`src/rtl/hazard_stall_ctrl_pkg.sv`:
```
// Shared definitions for the hazard/stall controller:
// state encoding, default widths and the load-use compare.
package hazard_pkg;

    localparam int HZ_REG_ADDR_W = 3;

    localparam logic [1:0] S_RUN   = 2'd0;
    localparam logic [1:0] S_LU    = 2'd1;
    localparam logic [1:0] S_MEM   = 2'd2;
    localparam logic [1:0] S_FLUSH = 2'd3;

    // Load-use hazard from the per-operand address matches.
    function automatic logic lu_hit(
        input logic ld,
        input logic wb,
        input logic v1,
        input logic eq1,
        input logic v2,
        input logic eq2
    );
        return ld & wb & ((v1 & eq1) | (v2 & eq2));
    endfunction

endpackage

```
`src/rtl/hazard_stall_ctrl_if.sv`:
```
// Pipeline-facing signal bundle of the hazard/stall controller.
// slave = controller side, master = pipeline/testbench side.
interface hazard_stall_ctrl_if #(
    parameter int REG_ADDR_W = 3,
    parameter int CNT_W      = 16
);
    logic [REG_ADDR_W-1:0] id_src1;
    logic [REG_ADDR_W-1:0] id_src2;
    logic                  id_src1_valid;
    logic                  id_src2_valid;
    logic [REG_ADDR_W-1:0] ex_dest;
    logic                  ex_load;
    logic                  ex_wb_en;
    logic                  branch_taken;
    logic                  mem_req;
    logic                  mem_ready;
    logic                  freeze;
    logic                  bubble;
    logic                  flush_if_id;
    logic                  mem_timeout;
    logic [CNT_W-1:0]      stall_cnt;

    modport slave (
        input  id_src1, id_src2, id_src1_valid, id_src2_valid,
        input  ex_dest, ex_load, ex_wb_en, branch_taken,
        input  mem_req, mem_ready,
        output freeze, bubble, flush_if_id, mem_timeout, stall_cnt
    );

    modport master (
        output id_src1, id_src2, id_src1_valid, id_src2_valid,
        output ex_dest, ex_load, ex_wb_en, branch_taken,
        output mem_req, mem_ready,
        input  freeze, bubble, flush_if_id, mem_timeout, stall_cnt
    );
endinterface

```
`src/rtl/hazard_stall_ctrl_sat_counter.sv`:
```
// Enabled up-counter that sticks at all-ones instead of wrapping.
module sat_counter #(
    parameter int W = 16
) (
    input  logic         clk,
    input  logic         rst_n,
    input  logic         i_en,
    output logic [W-1:0] o_cnt
);
    logic [W-1:0] r_cnt;

    // Count enabled cycles, hold once saturated.
    always_ff @(posedge clk or negedge rst_n) begin
        if (!rst_n)
            r_cnt <= '0;
        else if (i_en && (r_cnt != {W{1'b1}}))
            r_cnt <= r_cnt + 1'b1;
    end

    assign o_cnt = r_cnt;
endmodule

```
`src/rtl/hazard_stall_ctrl.sv`:
```
// Hazard and stall controller: drives freeze/bubble/flush
// for the IF/ID and ID/EX registers and counts stall cycles.
module hazard_stall_ctrl
    import hazard_pkg::*;
#(
    parameter int REG_ADDR_W        = HZ_REG_ADDR_W,
    parameter int LOAD_STALL_CYCLES = 1,
    parameter int FLUSH_CYCLES      = 1,
    parameter int MEM_TIMEOUT       = 15,
    parameter int CNT_W             = 16
) (
    input  logic               clk,
    input  logic               rst,
    hazard_stall_ctrl_if.slave bus
);
    localparam int WC_W = $clog2(MEM_TIMEOUT + 1);

    localparam logic [3:0]      LOAD_RLD = 4'(LOAD_STALL_CYCLES - 1);
    localparam logic [3:0]      FLSH_RLD = 4'(FLUSH_CYCLES - 1);
    localparam logic [WC_W-1:0] WC_ONE   = WC_W'(1);
    localparam logic [WC_W-1:0] WC_MAX   = WC_W'(MEM_TIMEOUT);

    logic [1:0]            r_state;
    logic [1:0]            w_state_nx;
    logic [3:0]            r_cnt;
    logic [3:0]            w_cnt_nx;
    logic [WC_W-1:0]       r_wait;
    logic [WC_W-1:0]       w_wait_nx;
    logic                  r_timeout;
    logic                  w_timeout_nx;
    logic                  w_freeze;
    logic                  w_bubble;
    logic                  w_flush;
    logic                  w_lu;
    logic                  w_mem_stall;
    logic [REG_ADDR_W-1:0] w_src1;
    logic [REG_ADDR_W-1:0] w_src2;
    logic [REG_ADDR_W-1:0] w_dest;

    assign w_src1 = bus.id_src1;
    assign w_src2 = bus.id_src2;
    assign w_dest = bus.ex_dest;

    assign w_lu = lu_hit(bus.ex_load, bus.ex_wb_en,
                         bus.id_src1_valid, w_src1 == w_dest,
                         bus.id_src2_valid, w_src2 == w_dest);

    assign w_mem_stall = bus.mem_req & ~bus.mem_ready;

    // Next-state and pipeline-control decode.
    always_comb begin
        w_state_nx   = r_state;
        w_cnt_nx     = r_cnt;
        w_wait_nx    = r_wait;
        w_timeout_nx = r_timeout;
        w_freeze     = 1'b0;
        w_bubble     = 1'b0;
        w_flush      = 1'b0;
        unique case (1'b1)
            (r_state == S_RUN): begin
                if (bus.branch_taken) begin
                    w_flush  = 1'b1;
                    w_bubble = 1'b1;
                    if (FLUSH_CYCLES > 1) begin
                        w_state_nx = S_FLUSH;
                        w_cnt_nx   = FLSH_RLD;
                    end
                end else if (w_mem_stall) begin
                    w_freeze   = 1'b1;
                    w_state_nx = S_MEM;
                    w_wait_nx  = WC_ONE;
                end else if (w_lu) begin
                    w_freeze = 1'b1;
                    w_bubble = 1'b1;
                    if (LOAD_STALL_CYCLES > 1) begin
                        w_state_nx = S_LU;
                        w_cnt_nx   = LOAD_RLD;
                    end
                end
            end
            (r_state == S_LU): begin
                w_freeze = 1'b1;
                w_bubble = 1'b1;
                if (w_mem_stall) begin
                    w_state_nx = S_MEM;
                    w_wait_nx  = WC_ONE;
                end else if (r_cnt == 4'd1) begin
                    w_state_nx = S_RUN;
                end else begin
                    w_cnt_nx = r_cnt - 4'd1;
                end
            end
            (r_state == S_MEM): begin
                w_freeze = ~bus.mem_ready;
                if (bus.mem_ready) begin
                    w_state_nx = S_RUN;
                end else if (r_wait == WC_MAX) begin
                    w_freeze     = 1'b0;
                    w_timeout_nx = 1'b1;
                    w_state_nx   = S_RUN;
                end else begin
                    w_wait_nx = r_wait + WC_ONE;
                end
            end
            (r_state == S_FLUSH): begin
                w_flush  = 1'b1;
                w_bubble = 1'b1;
                if (bus.branch_taken) begin
                    w_cnt_nx = FLSH_RLD;
                end else if (r_cnt == 4'd1) begin
                    w_state_nx = S_RUN;
                end else begin
                    w_cnt_nx = r_cnt - 4'd1;
                end
            end
            default: w_state_nx = S_RUN;
        endcase
    end

    // State, down-counters and the sticky timeout flag.
    always_ff @(posedge clk or negedge rst) begin
        if (!rst) begin
            r_state   <= S_RUN;
            r_cnt     <= '0;
            r_wait    <= '0;
            r_timeout <= 1'b0;
        end else begin
            r_state   <= w_state_nx;
            r_cnt     <= w_cnt_nx;
            r_wait    <= w_wait_nx;
            r_timeout <= w_timeout_nx;
        end
    end

    // Controls are forced low the instant reset asserts.
    assign bus.freeze      = rst & w_freeze;
    assign bus.bubble      = rst & w_bubble;
    assign bus.flush_if_id = rst & w_flush;
    assign bus.mem_timeout = r_timeout;

    sat_counter #(
        .W (CNT_W)
    ) u_stall_cnt (
        .clk   (clk),
        .rst_n (rst),
        .i_en  (bus.freeze),
        .o_cnt (bus.stall_cnt)
    );
endmodule
```
`src/flat_wrapper.sv`:
```
// flat-port wrapper written by rule: the top's interface ports become plain ports
module hazard_stall_ctrl_flat import hazard_pkg::*;
#(
    parameter int REG_ADDR_W        = HZ_REG_ADDR_W,
    parameter int LOAD_STALL_CYCLES = 1,
    parameter int FLUSH_CYCLES      = 1,
    parameter int MEM_TIMEOUT       = 15,
    parameter int CNT_W             = 16
)
  (clk, rst, bus_id_src1, bus_id_src2, bus_id_src1_valid, bus_id_src2_valid, bus_ex_dest, bus_ex_load, bus_ex_wb_en, bus_branch_taken, bus_mem_req, bus_mem_ready, bus_freeze, bus_bubble, bus_flush_if_id, bus_mem_timeout, bus_stall_cnt);
  hazard_stall_ctrl_if #(.REG_ADDR_W(REG_ADDR_W), .CNT_W(CNT_W)) bus_i ();
  input  logic clk;
  input  logic rst;
  input wire logic [$bits(bus_i.id_src1)-1:0] bus_id_src1;
  input wire logic [$bits(bus_i.id_src2)-1:0] bus_id_src2;
  input wire logic [$bits(bus_i.id_src1_valid)-1:0] bus_id_src1_valid;
  input wire logic [$bits(bus_i.id_src2_valid)-1:0] bus_id_src2_valid;
  input wire logic [$bits(bus_i.ex_dest)-1:0] bus_ex_dest;
  input wire logic [$bits(bus_i.ex_load)-1:0] bus_ex_load;
  input wire logic [$bits(bus_i.ex_wb_en)-1:0] bus_ex_wb_en;
  input wire logic [$bits(bus_i.branch_taken)-1:0] bus_branch_taken;
  input wire logic [$bits(bus_i.mem_req)-1:0] bus_mem_req;
  input wire logic [$bits(bus_i.mem_ready)-1:0] bus_mem_ready;
  output wire logic [$bits(bus_i.freeze)-1:0] bus_freeze;
  output wire logic [$bits(bus_i.bubble)-1:0] bus_bubble;
  output wire logic [$bits(bus_i.flush_if_id)-1:0] bus_flush_if_id;
  output wire logic [$bits(bus_i.mem_timeout)-1:0] bus_mem_timeout;
  output wire logic [$bits(bus_i.stall_cnt)-1:0] bus_stall_cnt;
  assign bus_i.id_src1 = bus_id_src1;
  assign bus_i.id_src2 = bus_id_src2;
  assign bus_i.id_src1_valid = bus_id_src1_valid;
  assign bus_i.id_src2_valid = bus_id_src2_valid;
  assign bus_i.ex_dest = bus_ex_dest;
  assign bus_i.ex_load = bus_ex_load;
  assign bus_i.ex_wb_en = bus_ex_wb_en;
  assign bus_i.branch_taken = bus_branch_taken;
  assign bus_i.mem_req = bus_mem_req;
  assign bus_i.mem_ready = bus_mem_ready;
  assign bus_freeze = bus_i.freeze;
  assign bus_bubble = bus_i.bubble;
  assign bus_flush_if_id = bus_i.flush_if_id;
  assign bus_mem_timeout = bus_i.mem_timeout;
  assign bus_stall_cnt = bus_i.stall_cnt;
  hazard_stall_ctrl #(.REG_ADDR_W(REG_ADDR_W), .LOAD_STALL_CYCLES(LOAD_STALL_CYCLES), .FLUSH_CYCLES(FLUSH_CYCLES), .MEM_TIMEOUT(MEM_TIMEOUT), .CNT_W(CNT_W)) u_core (.clk(clk), .rst(rst), .bus(bus_i));
endmodule
```
`config.mk`:
```
export PLATFORM = sky130hd
export DESIGN_NAME = hazard_stall_ctrl_flat
export DESIGN_NICKNAME = d
export VERILOG_FILES = /design/src/rtl/hazard_stall_ctrl_pkg.sv /design/src/rtl/hazard_stall_ctrl_if.sv /design/src/rtl/hazard_stall_ctrl_sat_counter.sv /design/src/rtl/hazard_stall_ctrl.sv /design/src/flat_wrapper.sv
export SDC_FILE = /design/constraint.sdc
export NUM_CORES = 1
export LEC_CHECK = 0
export ABC_CLOCK_PERIOD_IN_PS = 1800
export CAP_MARGIN = 20
export CORE_MARGIN = 5
export CORE_UTILIZATION = 45
export DETAILED_ROUTE_END_ITERATION = 6
export PLACE_DENSITY = 0.76
export SLEW_MARGIN = 20
export SYNTH_ARGS = -nofsm -noshare
export SYNTH_HDL_FRONTEND = slang
export SYNTH_SLANG_ARGS = --single-unit
```
`constraint.sdc`:
```
create_clock -name clk -period 1.8 [get_ports clk]
set_input_delay 0.36 -clock clk [delete_from_list [all_inputs] [get_ports clk]]
set_output_delay 0.36 -clock clk [all_outputs]
set_load 0.1 [all_outputs]
```
==> results.yml <==
finish:
  nets: 302
  antenna_cells: 0
  layout_commonest_cell: "buf_4"
  area_growth_pct: 83.9
  instances_no_fill: 323
  nFillCells: 197
  fin_util_pct: 84.7
  final_cell_mix: "45 x buf_4, 21 x buf_12, 18 x nor2_1"
  drive_gt1_share_pct: 49.8
yosys:
  yosysWarnings: 0
  syn_area_per_cell_sq_um: 9.24
  synth_cell_types: 42
  synth_area_sq_um: 1670
  synthCells: 181
  synth-edff-count: 0
  synthFlopType: "dfrtp_1"
  ys_ff_latch: 27
  synthesis.nets: 207
  yosysSeqAreaShare_pct: 40.4
  async_flop_share_pct: 100
die:
  ios: 38
  fp-row-count: 22
  die_h_um: 71.0
  core_sq_um: 3630
  fp.dieW_um: 71.0
  start_util_pct: 46.0
  die_area_sq_um: 5040
setup_path:
  slowest_delay_ps: 430
  crit_top_cell: "buf_4"
  startpoint_type: "flop"
  r2r_end: "u_core.u_stall_cnt.o_cnt[7]"
  path_delay_family: "compound AO/OA/AOI/OAI gates"
  r2r-start: "u_core.r_state[1]"
  critPathCaptureType: "output pin"
  crit_path_cell_trace: "buf_4 > buf_4 > ha_4 > a31oi_4 > a21oi_4 > a21o_4 > buf_12"
  cp.required_ps: 1440
  cp.arrival_ps: 1830
  cp.buffers_inverters: 3
  reg2reg_depth: 10
  critPathMaxFanout: 3
  crit_slowest_cell: "dfrtp_1"
  worstSetupPathType: "reg -> out"
  reg2reg_slack_ps: -380
clock_network:
  cts_tree: "yes"
  cts_made_buffers: 3
  clockBufferDepth: 2
  htree_num_levels: 1
  holdBufCountCts: 0
  clk_pin_slew_ps: 100
  cts_root_buf: "clkbuf_8"
  clock_latency_ps: 280
  cts_sinks: 27
route:
  drtIter0Drc: 140
  wl_per_cell_um: 17.9
  vias: 1784
  drtAntennaViolNets: 0
  dr.pass1.iters: 4
  drt_wl_total_um: 5780
  drc_errors: 0
  avgViaCountPerCell: 5.52
global_route:
  grt_pass1_wl_um: 8560
  overflow: 0
  grt_max_degree: 17
  antenna_found_initial: 0
  grtUsageTotal_pct: 21.2
  grt_pass1_vias: 1811
sta:
  skew_ps: 5.27
  finalMaxSlewViolations: 0
  slew-limit-headroom_pct: 61.0
  worst_pin_slew_ps: 582
  fin_crit_sh_pct: 121
  rsz0062_at_grt: "true"
  period_minus_slack_ps: 2190
  fmax_ghz: 0.457
  setup_slack_ps: -386
  finalHoldViolations: 0
  whs_ps: 261
  finalSetupViolCount: 20
hold_path:
  hold_class: "in -> async"
place:
  dp_hpwl_um: 3190
  gp_congestion: 0.866
  port_buffers: 37
  place_inst: 293
status:
  violations: "setup timing"
  status: "finished with violations"
power:
  peakVddDrop_mv: 1.40
  leakagePower_nw: 1.35
  power.density_nw_per_um2: 1200
run:
  maxCapViolations: 0
==> worst max-delay path by stage <==
stage	end	cells past startpoint	from	slack, ps
CTS	bus_bubble	6	u_core.r_state[1]	-370
global route	u_core.u_stall_cnt.o_cnt[7]	10	u_core.r_state[1]	-430
finish	bus_freeze	7	u_core.r_state[0]	-390
detailed placement	bus_bubble	7	bus_ex_dest[1]	-440
global placement	bus_bubble	7	bus_ex_dest[1]	-400
floorplan	bus_bubble	5	u_core.r_state[1]	-410
==> power breakdown <==
part,switching (mW),internal (mW),total (mW)
Sequential,0.246,0.769,1.01
Combinational,1.24,1.08,2.32
Clock,0.209,0.158,0.367
==> repair_timing <==
action                     in CTS  in global routing
pin swaps                      21                 18
setup endpoints to repair      20                 24
gates resized for setup        36                 19
buffers inserted               18                  8
cloned                          1                  0
==> cell type report <==
type	instances	area, sq um	share of cell area, %
flip-flops and latches	27	702	22.8
repair buffers	93	1050	34.0
clock inverters	1	7.51	0.244
clock buffers	3	41.3	1.34
well taps	48	60.1	1.95
multi-input cells	143	1190	38.6
inverters	8	30.0	0.976
==> flip-flops by register name, indices dropped and copies added (netlist names) <==
register                  cells
u_core.r_wait                 4
u_core.bus.mem_timeout        1
u_core.r_state                2
u_core.r_cnt                  4
u_core.u_stall_cnt.o_cnt     16
==> synthesized netlist by cell type, types with 3 or more instances <==
cell | number | area share, %
dfrtp_1 | 27 | 40
a21oi_1 | 15 | 4.5
ha_1 | 8 | 6.0
nand2_1 | 18 | 4.0
nand4_1 | 9 | 3.4
nor2_1 | 19 | 4.3
xnor2_1 | 19 | 9.9
nand2b_1 | 3 | 1.1
inv_1 | 8 | 1.8
o21ai_0 | 7 | 2.1
nand3_1 | 12 | 3.6
xor2_1 | 4 | 2.1
==> cells by family (layout without fill, tap and decap cells) <==
| group | Yosys count | in the layout | synth area share [%] |
|---|---|---|---|
| compound gates | 33 | 33 | 12.3 |
| xor+xnor | 23 | 23 | 12.0 |
| fa+ha+maj | 8 | 8 | 5.98 |
| buf+inv | 11 | 105 | 3.44 |
| flops | 27 | 27 | 40.4 |
| mux | 1 | 1 | 0.673 |
| simple gates | 78 | 78 | 25.1 |
==> per-stage QoR <==
stage / instance area (sq um) / setup TNS (ps) / setup WS [ps] / power, mW
2_1_floorplan: 1790 / -2350 / -407 / 2.09
3_3_place_gp: 2620 / -5890 / -396 / 2.76
3_5_place_dp: 2620 / -6460 / -436 / 2.81
4_1_cts: 2930 / -2520 / -368 / 3.44
5_1_grt: 3080 / -6870 / -435 / 3.88
6_report: 3080 / -5880 / -386 / 3.70
==> routing by layer <==
metal	wire length, um	GRT usage [%]
met2	3050	37.4
met5	0	0
met3	258	3.13
met1	2230	25.3
met4	240	9.60
Note: power is estimated with default switching activity, not from simulation.
